[src/rtl/thermal_scan_sequencer_pkg.sv]
// Shared types and default thresholds for the thermal scan sequencer.
package thermal_pkg;

  typedef logic [7:0] temp_t;

  typedef enum logic [2:0] {
    IDLE  = 3'd0,
    START = 3'd1,
    WAIT  = 3'd2,
    EVAL  = 3'd3,
    GAP   = 3'd4
  } state_t;

  localparam temp_t MIN_TEMP      = 8'd100;
  localparam temp_t ALARM_TEMP    = 8'd200;
  localparam temp_t SHUTDOWN_TEMP = 8'd250;

endpackage

[src/rtl/thermal_scan_sequencer_ch_monitor.sv]
// Per-channel alarm persistence tracker.
// Optional macro THERM_HYST_EN: once raised, the flag holds through samples
// in ALARM_TEMP-HYST .. ALARM_TEMP-1 instead of clearing below ALARM_TEMP.
module thermal_ch_monitor
  import thermal_pkg::*;
#(
  parameter temp_t MIN_TEMP   = thermal_pkg::MIN_TEMP,
  parameter temp_t ALARM_TEMP = thermal_pkg::ALARM_TEMP,
  parameter int    PERSIST    = 3,
  parameter temp_t HYST       = 8'd10
) (
  input  logic       clk,
  input  logic       rst,
  input  logic       hit,     // non-shutdown sample for this channel
  input  logic       clr,     // shutdown sample on any channel
  input  logic [7:0] sample,
  output logic       flag
);

`ifdef THERM_HYST_EN
  localparam bit HYST_ON = 1'b1;
`else
  localparam bit HYST_ON = 1'b0;
`endif

  localparam int            PW      = $clog2(PERSIST + 1);
  localparam logic [PW-1:0] P_MAX   = PW'(PERSIST);
  localparam temp_t         BAND    = HYST_ON ? HYST : 8'd0;
  localparam temp_t         HOLD_LO = ALARM_TEMP - BAND;

  logic [PW-1:0] persist;
  logic [PW-1:0] p_next;
  logic          hi;
  logic          hold;

  // Saturating increment, and the band in which a raised flag is kept.
  // With hysteresis off, HOLD_LO equals ALARM_TEMP so hold never applies
  // to a below-alarm sample.
  always_comb begin
    hi     = sample >= ALARM_TEMP;
    hold   = flag && (sample >= HOLD_LO) && (sample >= MIN_TEMP);
    p_next = (persist == P_MAX) ? persist : persist + 1'b1;
  end

  // Persistence counter and alarm flag update on each qualified sample.
  always_ff @(posedge clk) begin
    if (rst) begin
      persist <= '0;
      flag    <= 1'b0;
    end else if (clr) begin
      flag <= 1'b0;
    end else if (hit) begin
      if (hi) begin
        persist <= p_next;
        if (p_next == P_MAX) flag <= 1'b1;
      end else if (!hold) begin
        persist <= '0;
        flag    <= 1'b0;
      end
    end
  end

endmodule

[src/rtl/thermal_scan_sequencer.sv]
// Round-robin thermal sensor scanner over one shared ADC.
// Optional macro THERM_HYST_EN enables alarm hysteresis in the channel monitors.
// Sample classification is registered on the adc_done edge, so temp_valid,
// underrange, shutdown and alarm_mask are all visible during the EVAL cycle.
module thermal_scan_sequencer
  import thermal_pkg::*;
#(
  parameter int    NUM_CH        = 4,
  parameter int    CH_W          = 2,
  parameter temp_t MIN_TEMP      = thermal_pkg::MIN_TEMP,
  parameter temp_t ALARM_TEMP    = thermal_pkg::ALARM_TEMP,
  parameter temp_t SHUTDOWN_TEMP = thermal_pkg::SHUTDOWN_TEMP,
  parameter int    PERSIST       = 3,
  parameter int    GAP_CYC       = 16,
  parameter int    TIMEOUT_CYC   = 64,
  parameter temp_t HYST          = 8'd10
) (
  input  logic              clk,
  input  logic              rst,
  input  logic              enable,
  output logic              adc_start,
  output logic [CH_W-1:0]   adc_ch,
  input  logic              adc_done,
  input  logic [7:0]        adc_data,
  output logic [7:0]        temp_out,
  output logic [CH_W-1:0]   temp_ch,
  output logic              temp_valid,
  output logic              underrange,
  output logic              alarm,
  output logic [NUM_CH-1:0] alarm_mask,
  output logic              shutdown,
  output logic              timeout_err
);

  localparam int CNT_MAX = (TIMEOUT_CYC > GAP_CYC) ? TIMEOUT_CYC : GAP_CYC;
  localparam int CNT_W   = $clog2(CNT_MAX + 1);

  state_t          state;
  logic [CH_W-1:0] ptr;
  logic [CH_W-1:0] next_ptr;
  logic [CNT_W-1:0] cnt;
  logic            ev_done;
  logic            ev_shut;
  logic            ev_hit;

  // Accepted conversion and its shutdown/non-shutdown split.
  always_comb begin
    ev_done  = (state == WAIT) && adc_done;
    ev_shut  = ev_done && (adc_data >= SHUTDOWN_TEMP);
    ev_hit   = ev_done && (adc_data < SHUTDOWN_TEMP);
    next_ptr = (ptr == CH_W'(NUM_CH - 1)) ? '0 : ptr + 1'b1;
  end

  assign adc_start = (state == START);
  assign adc_ch    = ptr;
  assign alarm     = (|alarm_mask) && !shutdown;

  // Scan FSM, sample classification and sticky error flags.
  always_ff @(posedge clk) begin
    if (rst) begin
      state       <= IDLE;
      ptr         <= '0;
      cnt         <= '0;
      temp_out    <= '0;
      temp_ch     <= '0;
      temp_valid  <= 1'b0;
      underrange  <= 1'b0;
      shutdown    <= 1'b0;
      timeout_err <= 1'b0;
    end else begin
      temp_valid <= 1'b0;
      underrange <= 1'b0;
      case (state)
        IDLE: if (enable && !shutdown) state <= START;
        START: begin
          cnt   <= '0;
          state <= WAIT;
        end
        WAIT: begin
          // A done on the terminal count wins over the timeout.
          if (adc_done) begin
            state <= EVAL;
            if (adc_data >= SHUTDOWN_TEMP) begin
              shutdown <= 1'b1;
            end else if (adc_data >= MIN_TEMP) begin
              temp_out   <= adc_data;
              temp_ch    <= ptr;
              temp_valid <= 1'b1;
            end else begin
              underrange <= 1'b1;
            end
          end else if (cnt == CNT_W'(TIMEOUT_CYC - 1)) begin
            timeout_err <= 1'b1;
            ptr         <= next_ptr;
            cnt         <= '0;
            state       <= GAP;
          end else begin
            cnt <= cnt + 1'b1;
          end
        end
        EVAL: begin
          ptr   <= next_ptr;
          cnt   <= '0;
          state <= GAP;
        end
        GAP: begin
          if (shutdown)                            state <= IDLE;
          else if (cnt == CNT_W'(GAP_CYC - 1))     state <= enable ? START : IDLE;
          else                                     cnt   <= cnt + 1'b1;
        end
        default: state <= IDLE;
      endcase
    end
  end

  for (genvar i = 0; i < NUM_CH; i++) begin : g_ch
    thermal_ch_monitor #(
      .MIN_TEMP   (MIN_TEMP),
      .ALARM_TEMP (ALARM_TEMP),
      .PERSIST    (PERSIST),
      .HYST       (HYST)
    ) u_mon (
      .clk    (clk),
      .rst    (rst),
      .hit    (ev_hit && (ptr == CH_W'(i))),
      .clr    (ev_shut),
      .sample (adc_data),
      .flag   (alarm_mask[i])
    );
  end

endmodule

[config.mk]
export PLATFORM = sky130hd
export DESIGN_NAME = thermal_scan_sequencer
export DESIGN_NICKNAME = d
export VERILOG_FILES = /design/src/rtl/thermal_scan_sequencer_pkg.sv /design/src/rtl/thermal_scan_sequencer_ch_monitor.sv /design/src/rtl/thermal_scan_sequencer.sv
export SDC_FILE = /design/constraint.sdc
export NUM_CORES = 1
export LEC_CHECK = 0
export ABC_AREA = 1
export CORE_MARGIN = 2
export CORE_UTILIZATION = 50
export CTS_CLUSTER_DIAMETER = 60
export DETAILED_ROUTE_END_ITERATION = 8
export MAX_ROUTING_LAYER = met4
export PLACE_DENSITY_LB_ADDON = 0.2
export SLEW_MARGIN = 40
export SYNTH_ARGS = -nofsm -noshare
export SYNTH_HDL_FRONTEND = slang
export SYNTH_SLANG_ARGS = --single-unit
[constraint.sdc]
create_clock -name clk -period 1.8 [get_ports clk]
set_input_delay 0.36 -clock clk [delete_from_list [all_inputs] [get_ports clk]]
set_output_delay 0.36 -clock clk [all_outputs]
set_load 0.005 [all_outputs]
After elaboration in Yosys (flattened, before gate mapping)
Cells that the tools add are included.
{"block": "op_classes", "n_bitwise": 4, "eq_ne": 32, "n_lt_le_gt_ge": 4, "n_reduce_logical": 40, "mux": 42, "addsub": 6}
{"operator": "3-bit AND reduction", "n": 12}
{"operator": "2-bit 2-to-1 mux", "n": 15}
{"operator": "7-bit 2-to-1 mux", "n": 4}
{"operator": "7-bit case mux with 3 select lines", "n": 1}
{"operator": "2-bit == test, second input constant", "n": 10}
{"operator": "1-bit logical AND", "n": 17}
{"operator": "8-bit >= comparator, second input constant", "n": 2}
{"operator": "2-bit inequality test, second input constant", "n": 8}
{"operator": "1-bit 2-to-1 mux", "n": 15}
{"operator": "3-bit 2-to-1 mux", "n": 5}
{"operator": "3-bit case mux with 5 select lines", "n": 1}
{"operator": "2-bit by 1-bit adder with 2-bit output, second input constant", "n": 5}
{"operator": "2-bit by 1-bit inequality test with 1-bit output, second input constant", "n": 5}
{"operator": "8-bit by 7-bit >= comparator with 1-bit output, second input constant", "n": 1}
{"operator": "8-bit less-than comparator, second input constant", "n": 1}
{"operator": "4-bit AND reduction", "n": 2}
{"operator": "4-bit OR reduction", "n": 2}
{"operator": "7-bit by 1-bit adder with 7-bit output, second input constant", "n": 1}
{"operator": "7-bit by 4-bit == test with 1-bit output, second input constant", "n": 1}
{"operator": "7-bit by 6-bit == test with 1-bit output, second input constant", "n": 1}
{"operator": "3-bit by 2-bit == test with 1-bit output, second input constant", "n": 2}
{"operator": "1-bit NOT", "n": 4}
{"operator": "2-bit case mux with 2 select lines", "n": 1}
{"operator": "2-bit OR reduction", "n": 2}
{"operator": "other kinds (10)", "n": 10}
{"block": "totals", "output_inout_bits": 22, "in_bits": 12, "regBits": 38, "wordCells": 145}

Longest topological paths before layout
{"block": "logic_depth", "depth_word": 5, "depth_mapped": 10}

Cells and area by module
A second synthesis with hierarchy kept.
{"block": "hier_totals", "cells_unflattened": 341, "area_unflattened_um2": 2124.5}
{"mod": "thermal_scan_sequencer", "n_inst": 1, "cells_each": 217, "area_per_inst_um2": 1438.9}
{"mod": "thermal_ch_monitor", "n_inst": 4, "cells_each": 31, "area_per_inst_um2": 171.4}

Worst setup path after synthesis
No wires, ideal clock.
{"block": "synth_path", "path_kind": "register -> register", "start": "register cnt[0]", "end": "register cnt[0]", "arrival_time_ns": 1.211, "path_stages_with_launch": 9, "setup_time_ns": 0.116, "required_ns": 1.684, "n_path_buf": 0, "setup_slack_ns": 0.473, "path_cell_list": "dfxtp_1 > ha_1 > nand3_1 > o21ai_1 > nand2_1 > nand2_2 > nand2_1 > nand2_1 > nor2_1"}
{"block": "synth_between", "elab_chain_len": 4}
{"element": "from (decl)", "line_no": "thermal_scan_sequencer.sv:41", "text": "logic [CNT_W-1:0] cnt;"}
{"element": "from (signal assigned)", "line_no": "thermal_scan_sequencer.sv:98", "text": "cnt <= cnt + 1'b1;"}
{"element": "from (signal assigned)", "line_no": "thermal_scan_sequencer.sv:109", "text": "else cnt <= cnt + 1'b1;"}
{"element": "7-bit by 1-bit adder with 7-bit output or 7-bit by 6-bit == test with 1-bit output (tied branches)", "line_no": "thermal_scan_sequencer.sv:98, thermal_scan_sequencer.sv:109, thermal_scan_sequencer.sv:92"}
{"element": "7-bit 2-to-1 mux (on tied branches)", "line_no": "thermal_scan_sequencer.sv:108, thermal_scan_sequencer.sv:92"}
{"element": "7-bit 2-to-1 mux (on tied branches)", "line_no": "thermal_scan_sequencer.sv:107, thermal_scan_sequencer.sv:81"}
{"element": "7-bit case mux with 3 select lines", "line_no": "thermal_scan_sequencer.sv:73", "text": "case (state)"}
Several ways; a longest one is shown, not always the timed one. The select of a mux whose other input is x is not followed.
A chain may end at the register's enable or synchronous reset.

Worst setup path after layout
{"block": "layout_path", "start": "register ptr[0] (netlist: adc_ch[0])", "end": "output adc_ch[0]"}
{"element": "from (decl)", "line_no": "thermal_scan_sequencer.sv:39", "text": "logic [CH_W-1:0] ptr;"}
{"element": "from (signal assigned)", "line_no": "thermal_scan_sequencer.sv:94", "text": "ptr <= next_ptr;"}
{"element": "from (signal assigned)", "line_no": "thermal_scan_sequencer.sv:102", "text": "ptr <= next_ptr;"}
{"element": "to (decl)", "line_no": "thermal_scan_sequencer.sv:22", "text": "output logic [CH_W-1:0] adc_ch,"}
No word-level cell between the ends.

==> results.md <==
* Clk buf depth at 2
* Max-cap viol count at 0
* Post-route minimum period at 1.620 ns
* Syn Area/Cell at 6.840 um^2
* Post-route design area at 0.002394 mm^2
* Worst clock skew at 0.005699 ns
* Max_slew headroom at 0.7734
* Vias per Instance at 4.788
* Pwr Total at 2.086 mW
* Total gr overflow at 0
* Ys flop type: dfxtp_1
* Die Footprint at 0.004196 mm^2
* Most common cell in the netlist: nand2_1
* # IOs at 34
* Top sig layer: met4
* Antenna-violating nets left at 0
* Final setup fails at 0
* Die Y at 64.78 um
* Core area at 0.003606 mm^2
* Root buf cell: clkbuf_8
* Top cells by count, synth: 55 x nand2_1, 54 x nor2_1, 38 x dfxtp_1
* CTS Sinks at 38
* Synth-to-Final Area Change at 29.61%
* RePlAce Congestion at 0.8483
* Final Core Density at 0.6638
* Switching power at around 0.65 mW
* Top-area cell type share of the netlist area at 0.4119
* Switching share of power at 0.3111
* Synth Warn # at 0
* P_int at 1.437 mW
* #FFs+latches synth at 38
* # rows at 22
* HP Class: register to register
* WL met2 at roughly 1.8 mm
* Highest Clock Rate at 0.6172 GHz
* Pleak at 1.032 nW
* Register area at ~760 um^2
* Max-slew violation count at 0
* Top Family by Delay on Critical Path: buffers and inverters
* Cell Pwr Density at 871.7 mW/mm^2
* Drt first pass iters at 4
* Seq/Total Area, Yosys at 0.4119
* Worst Path Arrival at 1.26 ns
* Largest cells by area after synthesis: dfxtp_1 41%, nand2_1 11%, nor2_1 11%, a21oi_1 7.6%, inv_1 5.7%
* Via count at approximately 1,700
* Largest net degree at the start of global routing at 19
* Fin. Hold Viols at 0
* Crit path launch type: register
* Synth unique cells at 28
* Crit path required time at 1.44 ns
* Final worst hold slack at 0.4669 ns
* CP Max Fanout at 6
* Post-synth EDFFs at 0
* Post-DP HPWL at 2.926 mm
* Drt drc at 0
* Area of the multi-input gates at just over 900 um^2
* Vias in the first global route at around 1,600
* First-pass GRT wire length at 6.693 mm
* Status: complete, no violations
* Clock slew at reported path FFs at 0.07 ns
* Routed metal-1 wire length at approximately 1.9 mm
* RSZ-0062 raised after global routing: no
* Mapped Cells at 270
* Initial DRC count at 99
* Met3 routed wirelength at 121 um
* WL/cell at 10.87 um
* Area leader, netlist: dfxtp_1
* Die width at 64.78 um
* Slowest cell on crit path: clkdlybuf4s50_1
* Final antenna diode count at 0
* Clock latency at the later pin of the worst-skew pair at a little under 0.3 ns
* Crit. End Element: primary output
* CTS buffer count at 5
* Mapped cell area at between 0.0015 and 0.002 mm^2
* Layout cells sized above 1 at 0.1143
* Crit path kind: register to primary output
* Total GRT Usage at 0.2100
* Port Buffers at 33
* Initial antenna violation count at 0
* Comb pwr share at 0.259
* Post-DP Area at 0.002271 mm^2
* Critical path cell sequence: clkdlybuf4s50_1
* CTS tree: yes
* Clock share of power at 0.285
* Least-Margin Pin Slew at between 0.3 and 0.4 ns
* H-Tree Depth at 2
* Fill count at 330
* Fin nets at 331
* Mapped Nets at 287
* Buffers & Inverters on Critical Path at 1
* Final period util at 0.9001
* Starting Density at 0.5121
* Asr flop ratio synth at 0
* DRT Wirelength at 3.947 mm
* Slowest cell delay on critical path at between 0.5 and 0.6 ns
* Sequential cell fraction of total power at 0.456
* Peak supply drop at roughly 0.67 mV
## sequential cells by signal, summed over array words and instances (netlist names)
register and cells:
state 3, timeout_err 1, shutdown 1, temp_valid 1, cnt 7, temp_out 8
adc_ch 2, g_ch.u_mon.flag 4, g_ch.u_mon.persist 8, underrange 1, temp_ch 2
## final timing paths
check / from / endpoint / slack (ns) / cells after the start
max: adc_ch[0]$_SDFFE_PP0P_ / adc_ch[0] / 0.18 / 1
max reg2reg: cnt[0]$_SDFFE_PP0P_ / cnt[0]$_SDFFE_PP0P_ / 0.24 / 8
min reg2reg: timeout_err$_SDFFE_PP0P_ / timeout_err$_SDFFE_PP0P_ / 0.47 / 2
min: timeout_err$_SDFFE_PP0P_ / timeout_err$_SDFFE_PP0P_ / 0.47 / 2
## tightest hold or removal path: cells and delay by family, from the launching register on
family / cells / cell delay [ns]
flip-flops: 1 / 0.33
AND/OR/NAND/NOR: 1 / 0.07
AO/OA/AOI/OAI: 1 / 0.04
## logic make-up after synthesis
family	Yosys count	share of synthesized area
and+or+nand+nor	131	0.2981
AOI/OAI and AO/OA	52	0.1443
buffers and inverters	41	0.09755
DFF	38	0.4119
adders and majority gates	5	0.03388
xor gates and xnor gates	3	0.01423
## cell usage in the layout, fill, tap and decap left out, types with 5 or more instances in the layout
master and instances:
o21ai_0 21, dfxtp_1 36, clkbuf_8 6, ha_1 5
clkdlybuf4s50_1 31, nor2_1 53, buf_4 13, nand2_1 55
a21oi_1 28, inv_1 28, nand3_1 11
## power groups by stage
stage,Combinational [mW],Sequential [mW],Clock (mW)
4_1_cts,0.533,0.949,0.614
3_3_place_gp,0.512,0.966,0
3_5_place_dp,0.521,0.968,0
5_1_grt,0.610,0.958,0.649
2_1_floorplan,0.337,0.961,0
6_report,0.540,0.951,0.595
## what timing repair did
action / CTS / global route
endpoints found under the hold margin: 0 / 0
pin swaps: 1 / 1
setup endpoints to repair: 1 / 3
setup buffers: 1 / 0
resized for setup: 3 / 5
hold buffers: 0 / 0
## routing by layer
metal,GRT usage,vias to the layer above
met4,0.07979,0
met5,-,-
met1,0.2565,778
met3,0.05729,5
met2,0.3312,21
li1,-,934
## through the flow
step | worst slack [ns] | instances | setup TNS, ns
floorplan | 0.4728 | 270 | 0
global placement | -0.1066 | 354 | -1.119
detailed placement | -0.1657 | 354 | -1.540
CTS | 0.005106 | 363 | 0
global route | 0.03360 | 363 | 0
finish | 0.1798 | 363 | 0
## area by class of cell
cell class,instances,area share
Tap cell,48,0.02509
Clock buffer,7,0.03607
Clock inverter,1,0.002091
Multi-Input combinational cell,191,0.3853
Inverter,32,0.05332
Sequential cell,38,0.3189
Timing Repair Buffer,46,0.1793
No activity file was read; power rests on OpenSTA's default activity.
==> edit 1 (same settings) <==
Build with the macro `THERM_HYST_EN` defined.
--- a/src/rtl/thermal_scan_sequencer_ch_monitor.sv
+++ b/src/rtl/thermal_scan_sequencer_ch_monitor.sv
@@ -1,6 +1,8 @@
 // Per-channel alarm persistence tracker.
 // Optional macro THERM_HYST_EN: once raised, the flag holds through samples
 // in ALARM_TEMP-HYST .. ALARM_TEMP-1 instead of clearing below ALARM_TEMP.
+`define THERM_HYST_EN
+
 module thermal_ch_monitor
   import thermal_pkg::*;
 #(
Check against the original RTL: same outputs for any inputs over 10 cycles, from zero or initial values and one cycle with rst high; that may be too few to reach the edited logic, so the function may still have changed.
==> edit 1 against the original RTL <==
Die area grew 10%; sequential share of layout area shrank 3.2 points; register-to-register slack lost 30 ps; first-iteration DRC count grew 19%; wire length grew 14%; total power grew 25%; worst setup slack lost 89 ps; design area grew 11%; cell count grew 13%; synthesized area grew 11%; clock skew grew 1.9 ps; combinational power grew 34%; sequential cell count is the same; critical path type unchanged.
==> edit 1: results (changes against the original RTL) <==
| Metric | Value |
|---|---|
| Status | `finished, final reports clean` |
| Crit path arrival time | `1350 ps (+90 ps)` |
| Top post-synthesis cells by area | `dfxtp_1 37%, nor2_1 12%, nand2_1 12%` |
| M1 WL | `2041 um (+5.5%)` |
| Headroom to the max-slew limit | `62.66% (-15 points)` |
| Vias in the first global route | `1818 (+16%)` |
| Seq. pwr | `988 uW (+3.9%)` |
| Area after DPL | `2509 sq um (+10%)` |
| CP max FO | `3 (-3)` |
| Maximum number of pins on one net before global-route repair | `20 (+1)` |
| Nets | `376 (+14%)` |
| Final HPWL DP | `3384 um (+16%)` |
| Top Metal Used | `met4` |
| Synth cell types | `28 (unchanged)` |
| Cells after DPL | `402 (+14%)` |
| Post-Route WL | `4508 um (+14%)` |
| CTS clk-pin slew, worst paths | `80 ps` |
| Fraction of layout cells with a size suffix above 1 | `11.11% (-0.32 points)` |
| RD Place Congestion | `0.9037 (+6.5%)` |
| Ant diodes | `0 (unchanged)` |
| Post-DR wirelength/cell | `11.00 um (+1.1%)` |
| Gr usage total | `21.93% (+0.93 points)` |
| DRT iter0 DRCs | `118 (+19%)` |
| PortBufs | `33 (unchanged)` |
| Seq/Total Area, Yosys | `37.05% (-4.1 points)` |
| Ys Warns | `0 (unchanged)` |
| Clock skew | `7.563 ps (+1.863 ps)` |
| Clock share of power | `34.3% (+5.8 points)` |
| Htree depth | `2 (unchanged)` |
| DR WL met2 | `2154 um (+17%)` |
| FILL cells | `376 (+14%)` |
| Commonest cells post-synth | `68 x nor2_1, 64 x nand2_1, 39 x inv_1, 38 x dfxtp_1, 27 x nand3_1` |
| Root buffer cell | `clkbuf_8` |
| Met3 usage | `4.934% (-0.79 points)` |
| Average cell area after synthesis | `6.581 sq um (-3.8%)` |
| Initial antenna violation count | `0 (unchanged)` |
| Met2 Use GR | `37.26% (+4.1 points)` |
| Total CTS buffers | `5 (unchanged)` |
| Area growth from synthesis to layout | `29.25%` |
| Sw Share | `30.28% (-0.83 points)` |
| Grt met1 use | `25.25% (-0.40 points)` |
| Leakage | `0.001165 uW (+13%)` |
| Async S/R FF share, synth | `0% (unchanged)` |
| Clock Tree Buf Depth | `2 (unchanged)` |
| Skew-Pair Late Insertion Delay | `290 ps (about the same)` |
| Met3 wire len | `229 um (+89%)` |
| Post-Syn Nets | `329 (+15%)` |
| Registers with the most flip-flops | `g_ch.u_mon.persist x8, temp_out x8, cnt x7` |
| DRT Pass-1 Iters | `4 (unchanged)` |
| Hold Path Class | `reg2reg` |
| First-pass GRT wire length | `7590 um (+13%)` |
| VDD IR max | `0.0006087 V (-9.2%)` |
| Post-CTS setup repair buffer count | `0 (-1)` |
| Via count | `2054 (+18%)` |
[edit 1: cell count changes after synthesis, sizes merged, moves of 2 or more]
| cell | unedited run | this run |
|---|---|---|
| nand2 | 59 | 68 |
| nor2 | 56 | 72 |
| a21oi | 29 | 17 |
| inv | 30 | 40 |
| nand4 | 0 | 5 |
| and2 | 0 | 3 |
| nand3 | 12 | 28 |
| o21ai | 22 | 20 |
| clkbuf | 4 | 2 |
[edit 1: repair_timing]
action                                 in CTS  in global routing
resized for setup                           2                  1
setup endpoints to repair                   1                  3
endpoints found under the hold margin       0                  0
pin swaps                                   0                  1
[edit 1: cell families after synthesis]
logic type      synth area share, %
compound gates                10.85
xor+xnor                     0.8533
fa+ha+maj                     3.047
buf+inv                       9.628
flops                         37.05
simple gates                  38.57
[edit 1: worst max-delay path, cell delays in order (launching register included)]
cell             delay, ps
dfxtp_1                330
inv_1                   80
a21oi_1                140
clkdlybuf4s50_1        510
[edit 1: area by class of cell]
cell class,instances,share of cell area [%]
flip-flops and latches,38,28.71
multi-input cells,226,41.35
well taps,50,2.357
repair buffers,47,16.36
clock buffers,6,3.112
clock inverters,2,2.263
inverters,41,5.846
[edit 1: stage by stage]
stage	setup TNS, ps	worst slack (ps)	total power (uW)
after CTS	0	11.43	2629
final	0	91.10	2609
after floorplan	0	419.1	1483
after global routing	0	8.719	2779
after global placement	-751.4	-82.27	1722
after detailed placement	-844.6	-97.54	1734
[edit 1: path summary, 6_finish.rpt]
kind / slack [ps] / endpoint / from / depth (start not counted)
hold reg to reg: 480 / timeout_err / timeout_err / 2
setup / recovery: 90 / alarm / g_ch[0].u_mon.flag / 3
setup reg to reg: 210 / cnt[1] / cnt[0] / 8
hold / removal: 480 / timeout_err / timeout_err / 2
==> edit 2 (same settings) <==
Made on the original files. Make the reset (`rst`) asynchronous in 2 clocked blocks.
--- a/src/rtl/thermal_scan_sequencer_ch_monitor.sv
+++ b/src/rtl/thermal_scan_sequencer_ch_monitor.sv
@@ -43,7 +43,7 @@
   end
 
   // Persistence counter and alarm flag update on each qualified sample.
-  always_ff @(posedge clk) begin
+  always_ff @(posedge clk or posedge rst) begin
     if (rst) begin
       persist <= '0;
       flag    <= 1'b0;
--- a/src/rtl/thermal_scan_sequencer.sv
+++ b/src/rtl/thermal_scan_sequencer.sv
@@ -56,7 +56,7 @@
   assign alarm     = (|alarm_mask) && !shutdown;
 
   // Scan FSM, sample classification and sticky error flags.
-  always_ff @(posedge clk) begin
+  always_ff @(posedge clk or posedge rst) begin
     if (rst) begin
       state       <= IDLE;
       ptr         <= '0;
Check against the original RTL: differs if rst is asserted again (counterexample within 4 cycles, from zero or initial values and one cycle with rst high); with rst held inactive, the same outputs for 10 cycles.
==> edit 2 against the original RTL <==
Critical path depth rose by 1; wire length rose by 13%; synthesized cell count rose by 4.1%; worst setup slack got worse by 39 ps; sequential cell count did not move; synthesized area rose by 13%; design area rose by 15%; hold slack got worse by 56 ps; highest routed layer unchanged.
Power is not compared: it rests on default switching activity, and its combinational part moved more than twofold at a synthesized area within 25%.
==> edit 2: results (changes against the original RTL) <==
| Metric | Value |
|---|---|
| Status | `finished, final reports clean` |
| Period utilization | `92.15% (+2.1 points)` |
| RD Place Congestion | `0.8449 (-0.40%)` |
| Met3 usage | `5.357% (-0.37 points)` |
| Top post-synthesis cells by area | `dfrtp_1 46%, nand2_1 18%, inv_1 6.1%` |
| Pre-CTS WS | `-132.5 ps (+33.25 ps)` |
| Async S/R FF share, synth | `100.0% (+100 points)` |
| Vias in the first global route | `1724 (+9.8%)` |
| Worst-Margin Slew | `335.5 ps (-3.229 ps)` |
| Reg-to-Reg Start | `state[2]` |
| DRT iter0 DRCs | `80 (-19%)` |
| Fraction of layout cells with a size suffix above 1 | `15.98% (+4.5 points)` |
| Worst R2R End | `g_ch[0].u_mon.flag` |
| First-pass GRT wire length | `7169 um (+7.1%)` |
| Final HPWL DP | `3316 um (+13%)` |
| Crit path arrival time | `1300 ps (+40 ps)` |
| Seq/Total Area, Yosys | `45.65% (+4.5 points)` |
| Met2 Use GR | `35.22% (+2.1 points)` |
| Post-DR wirelength/cell | `11.48 um (+5.6%)` |
| Maximum number of pins on one net before global-route repair | `39 (+20)` |
| Nets | `354 (+6.9%)` |
| Ys Warns | `0 (unchanged)` |
| Commonest cells post-synth | `100 x nand2_1, 38 x dfrtp_1, 34 x inv_1, 23 x nor2_1, 17 x nand3_1` |
| Grt met1 use | `25.87% (+0.22 points)` |
| DR WL met2 | `2241 um (+22%)` |
| Post-Syn Nets | `298 (+3.8%)` |
| Worst reg2reg path depth | `12 (+4)` |
| Crit. Startpoint | `shutdown` |
| CP max stage delay | `500 ps (-40 ps)` |
| Crit path to | `shutdown` |
| Area after DPL | `2572 sq um (+13%)` |
-- edit 2: worst max-delay path, delay by kind of cell (launching register included) --
family	cells	cell delay, ps
flops	1	360
buf+inv	2	650
-- edit 2: worst min-delay path by stage --
stage	slack (ps)	depth (start not counted)	to
after detailed placement	460	2	temp_out[6]
after floorplan	470	2	temp_ch[0]
final	410	3	cnt[5]
after global placement	460	2	temp_out[7]
after global routing	450	3	cnt[5]
after CTS	420	3	cnt[5]
-- edit 2: layout make-up --
type                       count  area (sq um)
tap                           50         62.56
timing repair buffer          54         514.2
fill                         313          1249
multi-input combinational    197         957.2
clock buffer                   8         110.1
sequential                    38         950.9
inverter                      41         156.4
-- edit 2: cell families (layout without fill, tap and decap cells) --
| group | Yosys count | in the layout | share of synthesized area (%) |
|---|---|---|---|
| XOR/XNOR | 1 | 1 | 0.4205 |
| buffers and inverters | 46 | 103 | 9.490 |
| AND/OR/NAND/NOR | 160 | 160 | 33.21 |
| AO/OA/AOI/OAI | 31 | 31 | 8.229 |
| flip-flops | 38 | 38 | 45.65 |
| adder cells (fa/ha/maj) | 5 | 5 | 3.003 |
-- edit 2: power groups by stage --
stage / clock, uW / combinational (uW) / sequential [uW]
final: 685 / 1890 / 1470
after global routing: 724 / 2130 / 1510
after CTS: 692 / 1860 / 1470
after detailed placement: 0 / 1840 / 1480
after global placement: 0 / 1790 / 1480
after floorplan: 0 / 1080 / 1460
-- edit 2: per-stage QoR --
stage | instances | utilization (%)
after floorplan | 281 | -
after global placement | 374 | 64.31
after detailed placement | 374 | 64.31
after CTS | 383 | 67.41
after global routing | 388 | 68.78
final | 388 | 68.78
-- edit 2: timing repair --
item	in CTS	in global routing
buffers inserted	1	5
setup endpoints to repair	1	14
resized for setup	3	4
pin swaps	1	1
cloned	0	0
